--- src/rtl/mem_port_arbiter.sv ---
// Arbitrates one single-ported memory between instruction fetch (I) and data load/store (D).
// Define ARB_RR_EN for round-robin tie breaking; the default is fixed D priority.
module mem_port_arbiter #(
    parameter int unsigned AW = 32,
    parameter int unsigned DW = 32
) (
    input  logic          clk,
    input  logic          rst,
    input  logic          i_req,
    input  logic [AW-1:0] i_addr,
    output logic          i_ack,
    output logic [DW-1:0] i_rdata,
    input  logic          d_req,
    input  logic          d_we,
    input  logic [AW-1:0] d_addr,
    input  logic [DW-1:0] d_wdata,
    output logic          d_ack,
    output logic [DW-1:0] d_rdata,
    output logic          mem_req,
    output logic          mem_we,
    output logic [AW-1:0] mem_addr,
    output logic [DW-1:0] mem_wdata,
    input  logic [DW-1:0] mem_rdata,
    input  logic          mem_ack,
    output logic          sel,
    output logic          busy
);

    typedef enum logic [1:0] {
        IDLE = 2'd0,
        BUSY = 2'd1,
        RESP = 2'd2
    } state_t;

    localparam logic OWNER_I = 1'b0;
    localparam logic OWNER_D = 1'b1;

    state_t        state;
    state_t        state_nxt;
    logic          grant_d;

    logic          mem_req_nxt;
    logic          mem_we_nxt;
    logic [AW-1:0] mem_addr_nxt;
    logic [DW-1:0] mem_wdata_nxt;
    logic          sel_nxt;
    logic          busy_nxt;
    logic          i_ack_nxt;
    logic          d_ack_nxt;
    logic [DW-1:0] i_rdata_nxt;
    logic [DW-1:0] d_rdata_nxt;

`ifdef ARB_RR_EN
    logic          last_owner;
    logic          last_owner_nxt;

    // On a tie the side that did not own the previous grant wins.
    always_comb begin
        grant_d = d_req & (~i_req | (last_owner == OWNER_I));
    end
`else
    // Fixed priority: any data request beats a fetch.
    always_comb begin
        grant_d = d_req;
    end
`endif

    // Next-state and next-output logic.
    always_comb begin
        state_nxt     = state;
        mem_req_nxt   = mem_req;
        mem_we_nxt    = mem_we;
        mem_addr_nxt  = mem_addr;
        mem_wdata_nxt = mem_wdata;
        sel_nxt       = sel;
        i_ack_nxt     = 1'b0;
        d_ack_nxt     = 1'b0;
        i_rdata_nxt   = i_rdata;
        d_rdata_nxt   = d_rdata;
`ifdef ARB_RR_EN
        last_owner_nxt = last_owner;
`endif

        case (state)
            IDLE: begin
                if (i_req || d_req) begin
                    state_nxt     = BUSY;
                    mem_req_nxt   = 1'b1;
                    sel_nxt       = grant_d ? OWNER_D : OWNER_I;
                    mem_we_nxt    = grant_d & d_we;
                    mem_addr_nxt  = grant_d ? d_addr : i_addr;
                    mem_wdata_nxt = grant_d ? d_wdata : DW'(0);
`ifdef ARB_RR_EN
                    last_owner_nxt = grant_d ? OWNER_D : OWNER_I;
`endif
                end
            end
            BUSY: begin
                // Latched request is held; requester inputs are not looked at here.
                if (mem_ack) begin
                    state_nxt   = RESP;
                    mem_req_nxt = 1'b0;
                    if (sel == OWNER_D) begin
                        d_ack_nxt   = 1'b1;
                        d_rdata_nxt = mem_rdata;
                    end else begin
                        i_ack_nxt   = 1'b1;
                        i_rdata_nxt = mem_rdata;
                    end
                end
            end
            RESP: begin
                state_nxt = IDLE;
            end
            default: begin
                state_nxt   = IDLE;
                mem_req_nxt = 1'b0;
            end
        endcase

        busy_nxt = (state_nxt != IDLE);
    end

    // State and registered outputs.
    always_ff @(posedge clk or negedge rst) begin
        if (!rst) begin
            state     <= IDLE;
            mem_req   <= 1'b0;
            mem_we    <= 1'b0;
            mem_addr  <= '0;
            mem_wdata <= '0;
            sel       <= OWNER_I;
            busy      <= 1'b0;
            i_ack     <= 1'b0;
            d_ack     <= 1'b0;
            i_rdata   <= '0;
            d_rdata   <= '0;
        end else begin
            state     <= state_nxt;
            mem_req   <= mem_req_nxt;
            mem_we    <= mem_we_nxt;
            mem_addr  <= mem_addr_nxt;
            mem_wdata <= mem_wdata_nxt;
            sel       <= sel_nxt;
            busy      <= busy_nxt;
            i_ack     <= i_ack_nxt;
            d_ack     <= d_ack_nxt;
            i_rdata   <= i_rdata_nxt;
            d_rdata   <= d_rdata_nxt;
        end
    end

`ifdef ARB_RR_EN
    // Reset to D so that I takes the first tie.
    always_ff @(posedge clk or negedge rst) begin
        if (!rst) begin
            last_owner <= OWNER_D;
        end else begin
            last_owner <= last_owner_nxt;
        end
    end
`endif

endmodule
--- config.mk ---
export PLATFORM = sky130hd
export DESIGN_NAME = mem_port_arbiter
export DESIGN_NICKNAME = d
export VERILOG_FILES = /design/src/rtl/mem_port_arbiter.sv
export SDC_FILE = /design/constraint.sdc
export NUM_CORES = 1
export LEC_CHECK = 0
export CORE_MARGIN = 4
export CORE_UTILIZATION = 44
export DETAILED_ROUTE_END_ITERATION = 10
export GPL_TIMING_DRIVEN = 0
export PLACE_DENSITY = 0.83
export SLEW_MARGIN = 20
export SYNTH_ARGS = -nofsm -noshare
export SYNTH_HDL_FRONTEND = slang
export SYNTH_SLANG_ARGS = --single-unit
export TNS_END_PERCENT = 100
--- constraint.sdc ---
create_clock -name clk -period 2.6 [get_ports clk]
set_input_delay 0.26 -clock clk [delete_from_list [all_inputs] [get_ports clk]]
set_output_delay 0.26 -clock clk [all_outputs]
set_load 0.005 [all_outputs]
==> results of run 1 <==
==> state kept, by name, indices dropped and copies added, names as in the netlist <==
| register | flops |
|---|---|
| mem_req | 1 |
| mem_we | 1 |
| mem_wdata | 32 |
| i_ack | 1 |
| i_rdata | 32 |
| mem_addr | 32 |
| d_rdata | 32 |
| sel | 1 |
| d_ack | 1 |
| busy | 1 |
| state | 2 |
==> per-layer routing <==
layer	vias up	part of all wire	global-route usage
li1	1798	-	-
met1	1942	0.35	0.237
met2	168	0.54	0.397
met3	23	0.086	0.0883
met4	0	0.022	0.0898
met5	-	0	0
==> worst max-delay path by stage <==
| stage | start | to | slack, ps |
|---|---|---|---|
| 2_1_floorplan | state[1]$_DFF_PN0_ | i_rdata[10]$_DFFE_PN0P_ | 1130 |
| 3_3_place_gp | rst | mem_wdata[10]$_DFFE_PN0P_ | -3850 |
| 3_5_place_dp | mem_ack | i_rdata[5]$_DFFE_PN0P_ | 670 |
| 4_1_cts | sel$_DFFE_PN0P_ | sel | 860 |
| 5_1_grt | sel$_DFFE_PN0P_ | sel | 840 |
| 6_report | sel$_DFFE_PN0P_ | sel | 910 |
==> cells in the final DEF (no fill, tap or decap), drive strengths merged, types with 2 or more instances in the layout <==
cell | synthesis | layout
clkdlybuf4s50 | 0 | 265
dfrtp | 136 | 136
mux2 | 128 | 128
a22o | 33 | 33
clkbuf | 5 | 26
buf | 16 | 18
clkinv | 0 | 5
bufinv | 0 | 3
o21ai | 3 | 3
nand2 | 2 | 2
o21a | 2 | 2
clkinvlp | 0 | 2
inv | 1 | 2
and2 | 2 | 2
==> where the power goes <==
part / switching [W] / total, W / internal (W) / leakage (nW)
sequential: 0.000598 / 0.00379 / 0.00319 / 1.64
clock: 0.000869 / 0.00243 / 0.00156 / 0.293
combinational: 0.00146 / 0.00450 / 0.00305 / 1.84
total: 0.00292 / 0.0107 / 0.00779 / 3.78
==> kinds of logic (layout without fill, tap and decap cells) <==
family	Yosys count	after routing	synth area share
AO/OA/AOI/OAI	39	39	0.0609
buffers and inverters	22	322	0.0318
flip-flops	136	136	0.627
multiplexers	128	128	0.266
other	0	1	0
AND/OR/NAND/NOR	9	9	0.0141
==> per-stage QoR <==
stage | util | cells | setup TNS, ps
global route | 0.742 | 802 | 0
floorplan | - | 334 | 0
detailed placement | 0.691 | 769 | 0
CTS | 0.742 | 802 | 0
global placement | 0.688 | 768 | -521420
finish | 0.742 | 803 | 0
==> worst register-to-register path, delay by kind of cell (launching register included) <==
kind,cells,cell delay (ps)
multiplexers,1,360
flip-flops,1,400
AND/OR/NAND/NOR,2,550
buffers and inverters,1,220
==> area by class of cell <==
class                      count  share of cell area
tap                          168              0.0235
inverter                       1            0.000419
clock inverter                11              0.0164
timing repair buffer         268               0.302
clock buffer                  21              0.0515
antenna                        1            0.000280
sequential                   136               0.380
buffer                        21              0.0189
multi-input combinational    176               0.207
==> results by stage, run 1 <==
Status:
- The run finished with clean final reports.

Setup path:
- The number of stages on the worst setup path is 1.
- In this design, the stage delay of the slowest critical-path cell is 580 ps.
- For flop-to-flop paths, the worst setup slack is 960 ps.
- The arrival time at the worst endpoint is 1430 ps.
- The nature of the critical path endpoint is an output port.
- The number of buffers and inverters on the critical path is 1.
- In this run the worst path has a maximum fanout of 4.
- In this run the critical register-to-register path is captured at i_rdata[15]$_DFFE_PN0P_.
- For this design, the slowest cell found on the critical path is sky130_fd_sc_hd__clkdlybuf4s50_1.
- The kind of critical path is reg -> out.
- At the worst endpoint, the required time is 2340 ps.
- The signal on the critical path passes through clkdlybuf4s50_1.
- The startpoint identified for the worst register-to-register timing path is state[1]$_DFF_PN0_.
- The kind of cell with the highest combined delay along the critical path is buffers and inverters.
- Counting cells, the worst reg-to-reg path comes to 4.
- STA classifies the critical path startpoint as a register.

STA:
- The final number of max-transition violations is 0.
- Clock skew on the completed layout was measured at 5.96 ps.
- Subtracting the final worst setup slack from the clock period gives 1690 ps.
- The worst hold margin is 376 ps.
- Headroom to the max-slew limit came out at 0.696.
- Setup violations remaining at the end of the flow were counted as 0.
- The measured slew at the worst slew-check pin is 456 ps.
- Setup repair after global routing left no endpoint under its margin.
- The ratio of final minimum period to clock period is 0.651.
- For this run, the top clock speed supported by timing is 591 MHz.
- The worst path meets setup with 907 ps of slack.
- The hold violation total from the final report is 0.

Yosys:
- The sequential-to-total area share from yosys stat is 0.627.
- Each instance of the synthesized netlist takes up on average 16.2 um2.
- After synthesis, the share of flip-flops with an asynchronous set or reset is 1.00.
- The portion of synthesized cell area occupied by the leading cell type is 0.627.
- The commonest cells after synthesis are sky130_fd_sc_hd__dfrtp_1 (136), sky130_fd_sc_hd__mux2_2 (128), sky130_fd_sc_hd__a22o_1 (33).
- In this run, synthesis inferred 0 flip-flops with an integrated enable.
- The Yosys step of the flow raised 0 warnings.
- By area the synthesized netlist is led by sky130_fd_sc_hd__dfrtp_1 (63%), sky130_fd_sc_hd__mux2_2 (27%), sky130_fd_sc_hd__a22o_1 (5.3%).
- The net count after synthesis is 468.
- The synthesized design contains 136 register bits.
- Synthesis handed over a netlist of 334 instances.
- The most used standard cell by instance count after synthesis is sky130_fd_sc_hd__dfrtp_1.
- In the synthesized netlist the dominant register cell turns out to be sky130_fd_sc_hd__dfrtp_1.
- The post-synthesis cell type count is 21.
- The largest total area in the synthesized netlist belongs to sky130_fd_sc_hd__dfrtp_1.
- The synthesized cell area is 5420 um2.

Placed design:
- OpenSTA, run right after detailed placement, puts the worst setup slack at 671 ps.
- The placed instances occupy a cell area of 8330 um2.
- The detailed-placement wirelength estimate is 11.6 mm.
- The final weighted congestion in routability-driven placement is 0.777.
- The number of buffer cells added on primary ports is 266.

Route:
- For this block, the routed nets add up to 15.3 mm of wire.
- In the routed design, unresolved DRC markers number 0.
- The via density per instance is 4.90.
- The first routing iteration left 103 violations.
- The final routed wire length divided by cell count is 19.1 um.
- The first-pass detailed-route iteration total is 4.
- The via count of the routed design is 3,931.
- In this run the remaining antenna-violating nets after routing total 0.

Power and ir drop:
- Summed over all cells, the static leakage comes to 3.78 nW.
- The power consumption is 0.0107 W.
- VDD sags by at most 0.711 mV.
- For this design the ratio of total power to cell area is 1200 nW/um2.

Clock tree:
- The number of cells upsized or downsized after cts is 0.
- The TritonCTS clock tree is done.
- The number of hold buffers added after CTS was 1.
- For this design, the sink count on the clock tree is 136.
- The number of buffers added for setup after CTS is 0.
- The buffer depth of the longest clock path is 2.
- The clock tree synthesis step divided the H-tree into 4 levels.
- The insertion delay of the later-clocked pin in the worst-skew pair is 410 ps.
- The cell sitting at the root of the clock tree is a sky130_fd_sc_hd__clkbuf_16.
- The CTS clock-pin slew for the worst setup and hold paths is 50 ps.
- The number of CTS-inserted buffers is 17.

Floorplan:
- The die is 119 um tall.
- The floorplan step defined a die boundary enclosing 14,200 um2.
- The row count is 40.
- The placeable core area is 12,100 um2.
- 268 I/O pins were placed.
- The die span in x is 119 um.
- The initial utilization of the core area, before any placement, comes to 0.450.

Finish:
- The final layout contains 755 nets.
- The summed area of non-filler cells in the final layout is 8950 um2.
- The fraction of final layout cells with drive strength greater than 1 is 0.292.
- Across the whole layout, storage elements account for 3400 um2.
- In the final layout, the multi-input gates occupy 1850 um2.
- The layout filler cell count is 815.
- The post-synthesis to final-layout area growth is 65.0%.

Global routing:
- Entering global routing, the biggest net connects 82 pins.
- The first global-routing pass estimated 24.5 mm of wire.
- The number of global-route vias before repair came to 4,399.
- Global routing finished with a remaining overflow of 0.
- The all-layer global routing usage is 0.224.
- The initial antenna violation count was 0.

Worst hold path:
- The classification of the worst-slack hold path is in -> async.

Job:
- The tool flagged a number of max-cap violations equal to 0.
(Power assumes the default switching activity.)
==> inputs of run 2 (changes only) <==
Settings changed: CORE_UTILIZATION 44 to 37, PLACE_DENSITY 0.83 to 0.75.
Clock period 2.6 ns to 1.43 ns, I/O delays scaled along.
==> results by stage, run 2 (synthesis results as in run 1) <==
Floorplan:
- The placeable core area is 14,100 um2 (+17%).
- The row count is 43 (+7.5%).
- The initial standard-cell utilization of the core is 0.385 (-0.0649).
- The die span in x is 129 um (+8.4%).
- The die outline area is 16,700 um2 (+18%).
- The count of boundary I/O pins was 268 (unchanged).
- The die outline height is 129 um (+8.4%).

Clock tree:
- The buffer depth of the longest clock path is 2 (unchanged).
- The depth of the CTS H-tree is 4 (unchanged).
- The CTS clock-pin slew for the worst setup and hold paths is 60 ps (about the same).
- The insertion delay of the later-clocked pin in the worst-skew pair came to 410 ps (about the same).
- Clock tree synthesis selected as its root buffer the cell sky130_fd_sc_hd__clkbuf_16.
- The TritonCTS clock tree is done.
- The number of CTS-inserted buffers is 17 (unchanged).
- The number of clock sinks came to 136 (unchanged).

Placed design:
- The total instance count after detailed placement was 781 (+1.6%).
- The setup slack after placement is -408 ps (-1080 ps).
- The final weighted congestion in routability-driven placement is 0.722 (-7.1%).
- The detailed-placement wirelength estimate is 11.2 mm (-3.1%).
- The number of buffer cells added on primary ports is 266 (unchanged).

Route:
- The remaining antenna violation count is 0 (unchanged).
- The first-pass detailed-route iteration total is 4 (unchanged).
- The via density per instance is 4.83 (-1.3%).
- The remaining routing DRC violations is 0 (unchanged).
- The iteration-0 DRC count of the detailed router is 115 (+12%).
- The total wire length is 16.5 mm (+7.8%).
- The via count of the routed design is 4,098 (+4.2%).
- The final routed wire length divided by cell count is 19.5 um (+2.1%).

Setup path:
- The worst setup path is of the reg -> reg kind.
- The arrival time at the worst endpoint came to 1880 ps (+450 ps).
- The internal reg-to-reg setup slack is -160 ps (-1120 ps).
- The peak per-stage delay on the critical path is 430 ps (-150 ps).
- The reg-to-reg endpoint is i_rdata[9]$_DFFE_PN0P_.
- The largest fanout on the critical path is 10 (+6).
- The worst setup path is captured at a register.
- The startpoint class of the critical path is a register.
- The library cell contributing the largest single delay on the critical path is sky130_fd_sc_hd__dfrtp_1.
- The logic depth of the worst register-to-register path is 5 (+1).
- The startpoint of the worst register-to-register path is state[1]$_DFF_PN0_.
- The required time at the endpoint of the critical path is 1720 ps (-620 ps).
- The signal on the critical path passes through nand2b_4, nor3b_4, buf_6, buf_8, mux2_2.

Global routing:
- The met3 global-route usage was 0.0680 (-0.0203).
- The first-pass GRT wire length is 23.9 mm (-2.6%).
- The initial antenna violation count is 0 (unchanged).
- The aggregate global routing overflow came to 0 (unchanged).
- The met2 routing resource usage after global routing is 0.318 (-0.0787).
- The met1 layer usage reported by global route was 0.208 (-0.0288).
- The all-layer global routing usage is 0.186 (-0.0377).
- The largest net degree at the start of global routing is 105 (+28%).
- In this run the most used layer during global routing was met2.
- The number of global-route vias before repair is 4,540 (+3.2%).

Finish:
- The final cell utilization of the core is 0.687 (-0.0551).
- The footprint of the multi-input gates came to 2060 um2 (+12%).
- The area growth from synthesis to layout is 78.5%.
- The fraction of final layout cells with drive strength greater than 1 came to 0.337 (+0.0455).
- The non-filler instance count after layout is 848 (+5.6%).
- The layout filler cell count is 983 (+21%).
- The library cells used most frequently in the layout, excluding fill and tap cells, are sky130_fd_sc_hd__clkdlybuf4s50_1 (135), sky130_fd_sc_hd__dfrtp_1 (134), sky130_fd_sc_hd__dlygate4sd2_1 (94).
- The count of nets after finishing came to 789 (+4.5%).
- The most common cell after layout, fill and taps aside is sky130_fd_sc_hd__clkdlybuf4s50_1.
- The area of all sequential standard cells came to 3410 um2 (about the same).

Status:
- The final reports fail on setup timing.
- The run finished, with violations left.

STA:
- The final number of max-transition violations is 0 (unchanged).
- Setup repair after global routing could not meet its margin everywhere.
- The count of final setup violators is 84 (+84).
- The hold violation total from the final report is 0 (unchanged).
- The smallest setup slack after layout was -157 ps (-1060 ps).
- The normalized max-slew margin was 0.648 (-0.0482).
- The ratio of final minimum period to clock period is 1.11.
- Based on the critical path, the design can be clocked at up to 630 MHz.
- The routed design could run at a clock period as short as 1590 ps.
- The measured slew at the worst slew-check pin was 528 ps (+72.3 ps).
- The worst setup skew after layout is 7.51 ps (+1.55 ps).
- The summed negative setup slack over all endpoints is -8260 ps (-8260 ps).

Worst hold path:
- In this run the worst hold path is classified as in -> async.

Power and ir drop:
- The static power due to leakage is 4.80 nW (+27%).
- The worst voltage drop across the vdd grid is 1.11 mV (+57%).
- The power density over cell area is 2100 nW/um2 (+75%).

Job:
- The number of violations of the max-capacitance limit came to 0 (unchanged).
==> run 2: critical path, delay by kind of cell (launching register included) <==
family	cells	cell delay, ps
buffers and inverters	2	310
muxes	1	340
and+or+nand+nor	2	380
DFF	1	430
==> run 2: routing by layer <==
layer / routed length [um] / part of all wire / vias up
li1: - / - / 1862
met1: 5990 / 0.36 / 2024
met2: 8650 / 0.52 / 175
met3: 1350 / 0.082 / 37
met4: 548 / 0.033 / 0
met5: 0 / 0 / -
==> run 2: through the flow <==
stage               hold slack (ps)  area, um2  total power (W)
finish                          179       9680           0.0203
global route                    183       9680           0.0214
CTS                             187       9270           0.0199
detailed placement             21.6       8340           0.0152
global placement                472       8310           0.0149
floorplan                      -153       5420          0.00988
==> run 2: worst max-delay path by stage <==
stage / cells past startpoint / endpoint / startpoint
floorplan: 4 / i_rdata[10]$_DFFE_PN0P_ / state[1]$_DFF_PN0_
CTS: 5 / i_rdata[0]$_DFFE_PN0P_ / state[1]$_DFF_PN0_
detailed placement: 4 / i_rdata[0]$_DFFE_PN0P_ / mem_ack
global route: 5 / i_rdata[19]$_DFFE_PN0P_ / state[1]$_DFF_PN0_
global placement: 1 / mem_wdata[2]$_DFFE_PN0P_ / rst
finish: 5 / i_rdata[9]$_DFFE_PN0P_ / state[1]$_DFF_PN0_
==> run 2: what timing repair did <==
action / in CTS / in global routing
hold buffers: 1 / 0
pin swaps: 2 / 1
setup buffers: 16 / 15
endpoints found under the hold margin: 40 / 0
resized for setup: 155 / 82
endpoints found under the setup margin: 217 / 159
cloned: 3 / 6
==> run 2: area by class of cell <==
class                           count  share of cell area
Clock buffer                       20              0.0472
Timing Repair Buffer              304               0.323
Antenna cell                        1            0.000258
Buffer                             19              0.0261
Clock inverter                     11              0.0154
Multi-Input combinational cell    176               0.213
Sequential cell                   136               0.352
Tap cell                          180              0.0233
Inverter                            1            0.000388
==> run 2: power by group <==
group          switching [W]  total [W]  internal [W]
Clock                0.00160    0.00442       0.00282
Combinational        0.00310    0.00905       0.00595
Sequential           0.00103    0.00683       0.00580
==> inputs of run 3 (changes only) <==
Settings changed: CORE_ASPECT_RATIO from default to 0.6.
==> results by stage, run 3 (synthesis results as in run 1) <==
Clock tree:
- The number of clock sinks is 136 (unchanged).
- CTS placed an instance of sky130_fd_sc_hd__clkbuf_16 at the clock tree root.
- The CTS clock-pin slew for the worst setup and hold paths was 60 ps (about the same).
- The insertion delay of the later-clocked pin in the worst-skew pair is 410 ps (about the same).
- The buffer depth of the longest clock path is 2 (unchanged).
- The depth of the CTS H-tree is 4 (unchanged).
- TritonCTS built the clock tree.
- The number of CTS-inserted buffers was 17 (unchanged).

Floorplan:
- The die outline area is 16,700 um2 (+0.38%).
- The initial standard-cell utilization of the core is 0.388 (+0.00272).
- The row count came to 33 (-23%).
- The count of boundary I/O pins is 268 (unchanged).
- The placeable core area is 14,000 um2 (-0.70%).
- The die outline height is 102 um (-21%).
- The die span in x is 164 um (+27%).

Placed design:
- The area of placed instances is 8360 um2 (+0.18%).
- The setup slack after placement is -415 ps (-7.17 ps).
- The final weighted congestion in routability-driven placement came to 0.809 (+12%).
- The detailed-placement wirelength estimate is 11.5 mm (+2.6%).
- The number of buffer cells added on primary ports is 266 (unchanged).

Finish:
- The layout filler cell count is 939 (-4.5%).
- The summed area of non-filler cells in the final layout is 9700 um2 (+0.23%).
- The fraction of final layout cells with drive strength greater than 1 is 0.325 (-0.0121).
- In the layout the commonest cells are sky130_fd_sc_hd__clkdlybuf4s50_1 (135), sky130_fd_sc_hd__dfrtp_1 (133), sky130_fd_sc_hd__dlymetal6s2s_1 (69).
- The total inserted antenna cells is 0 (-1).
- The library cell used most frequently in the layout, excluding fill and tap cells, is sky130_fd_sc_hd__clkdlybuf4s50_1.
- The final cell utilization of the core is 0.693 (+0.00646).
- The post-synthesis to final-layout area growth is 78.9%.
- The count of nets after finishing is 776 (-1.6%).

STA:
- The final critical delay including setup and external delays was 1560 ps (-23.1 ps).
- The count of final setup violators came to 92 (+9.5%).
- The measured slew at the worst slew-check pin was 483 ps (-44.6 ps).
- The ratio of final minimum period to clock period came to 1.09 (-0.0161).
- The final number of max-transition violations is 0 (unchanged).
- The summed negative setup slack over all endpoints is -6810 ps (+1450 ps).
- Setup repair after global routing could not meet its margin everywhere.
- The hold violation total from the final report is 0 (unchanged).
- The highest achievable clock rate came to 640 MHz (+1.5%).
- The smallest setup slack after layout is -134 ps (+23.1 ps).
- The worst setup skew after layout is 9.83 ps (+2.33 ps).
- The normalized max-slew margin was 0.678 (+0.0297).

Global routing:
- The all-layer global routing usage is 0.186 (about the same).
- The first-pass GRT wire length came to 24.2 mm (+1.2%).
- The aggregate global routing overflow came to 0 (unchanged).
- The number of global-route vias before repair is 4,317 (-4.9%).
- The initial antenna violation count is 0 (unchanged).
- The largest net degree at the start of global routing came to 95 (-9.5%).

Route:
- The via density per instance was 4.73 (-2.2%).
- The remaining antenna violation count is 0 (unchanged).
- The final routed wire length divided by cell count came to 19.7 um (+1.0%).
- The remaining routing DRC violations is 0 (unchanged).
- The total wire length is 16.7 mm (+0.88%).
- The via count of the routed design was 4,003 (-2.3%).
- The iteration-0 DRC count of the detailed router is 151 (+31%).
- The first-pass detailed-route iteration total is 4 (unchanged).

Setup path:
- The arrival time at the worst endpoint was 1840 ps (-40 ps).
- The count of buffer and inverter cells on the critical path is 2 (unchanged).
- The critical path goes through nand2b_4, nor3b_4, buf_6, buf_12, mux2_2.
- STA classifies the critical path startpoint as a register.
- The peak per-stage delay on the critical path came to 440 ps (about the same).
- The required time at the endpoint of the critical path is 1710 ps (about the same).
- The library cell contributing the largest single delay on the critical path is sky130_fd_sc_hd__dfrtp_2.
- The largest fanout on the critical path came to 10 (unchanged).
- The cell type group with the largest total delay on the critical path is flip-flops.
- The nature of the critical path endpoint is a register.
- The worst setup path is of the reg -> reg kind.

Status:
- The flow ran to the end, but the final reports show violations.
- The checks that failed: setup timing.

Job:
- The number of violations of the max-capacitance limit is 0 (unchanged).

Worst hold path:
- The path class of the tightest hold or removal check is in -> async.

Power and ir drop:
- The static power due to leakage is 5.04 nW (+5.1%).
- The power density over cell area was 2110 nW/um2 (+0.52%).
- The worst voltage drop across the vdd grid came to 1.04 mV (-6.7%).
[run 3: cell types whose count changed in the layout (fill, tap and decap cells not counted), sizes merged]
| cell | before | now |
|---|---|---|
| dlygate4sd2 | 94 | 61 |
| dlymetal6s2s | 36 | 69 |
| buf | 51 | 36 |
| inv | 1 | 4 |
| bufinv | 3 | 4 |
| clkbuf | 26 | 27 |
| clkinv | 5 | 4 |
| clkinvlp | 3 | 2 |
| diode | 1 | 0 |
[run 3: worst paths after layout]
path                                startpoint                  endpoint  slack (ps)  cells past startpoint
max in group asynchronous                  rst        state[1]$_DFF_PN0_         450                      3
min                                        rst  mem_wdata[2]$_DFFE_PN0P_         210                      2
min in group clk                    d_wdata[5]  mem_wdata[5]$_DFFE_PN0P_         330                      2
max                         state[1]$_DFF_PN0_    i_rdata[9]$_DFFE_PN0P_        -130                      5
max reg2reg                 state[1]$_DFF_PN0_    i_rdata[9]$_DFFE_PN0P_        -130                      5
min reg2reg                mem_req$_DFFE_PN0P_       mem_req$_DFFE_PN0P_         490                      1
[run 3: timing repair]
action	in CTS	in global routing
hold buffers	1	0
gates cloned	2	5
endpoints found under the hold margin	42	0
gates resized for setup	101	131
endpoints found under the setup margin	182	190
pin swaps	1	0
buffers inserted	2	12
[run 3: layer usage]
metal / GRT usage / vias up / routed length (um) / share of wire
li1: - / 1838 / - / -
met1: 0.230 / 2001 / 7120 / 0.43
met2: 0.308 / 153 / 7900 / 0.47
met3: 0.0756 / 11 / 1510 / 0.090
met4: 0.0490 / 0 / 155 / 0.0093
met5: 0 / - / 0 / 0
[run 3: layout make-up]
type,instances,area (um2),share of cell area
Clock inverter,13,195,0.0201
Sequential cell,136,3410,0.351
Multi-Input combinational cell,176,2110,0.217
Inverter,1,3.75,0.000387
Clock buffer,19,433,0.0446
Tap cell,192,240,0.0248
Buffer,21,273,0.0281
Timing Repair Buffer,289,3050,0.314
[run 3: per-stage QoR]
stage | cells | total power [W] | hold WS [ps]
after global placement | 792 | 0.0150 | 475
final | 847 | 0.0205 | 209
after detailed placement | 793 | 0.0152 | 48.8
after CTS | 830 | 0.0197 | 205
after floorplan | 334 | 0.00988 | -153
after global routing | 847 | 0.0216 | 239
[run 3: report_power, final]
| group | leakage, nW | total [W] | switching [W] | internal [W] |
|---|---|---|---|---|
| Sequential | 1.64 | 0.00685 | 0.00105 | 0.00580 |
| Combinational | 3.10 | 0.00897 | 0.00305 | 0.00591 |
| Clock | 0.300 | 0.00464 | 0.00169 | 0.00295 |
| Total | 5.04 | 0.0205 | 0.00579 | 0.0147 |
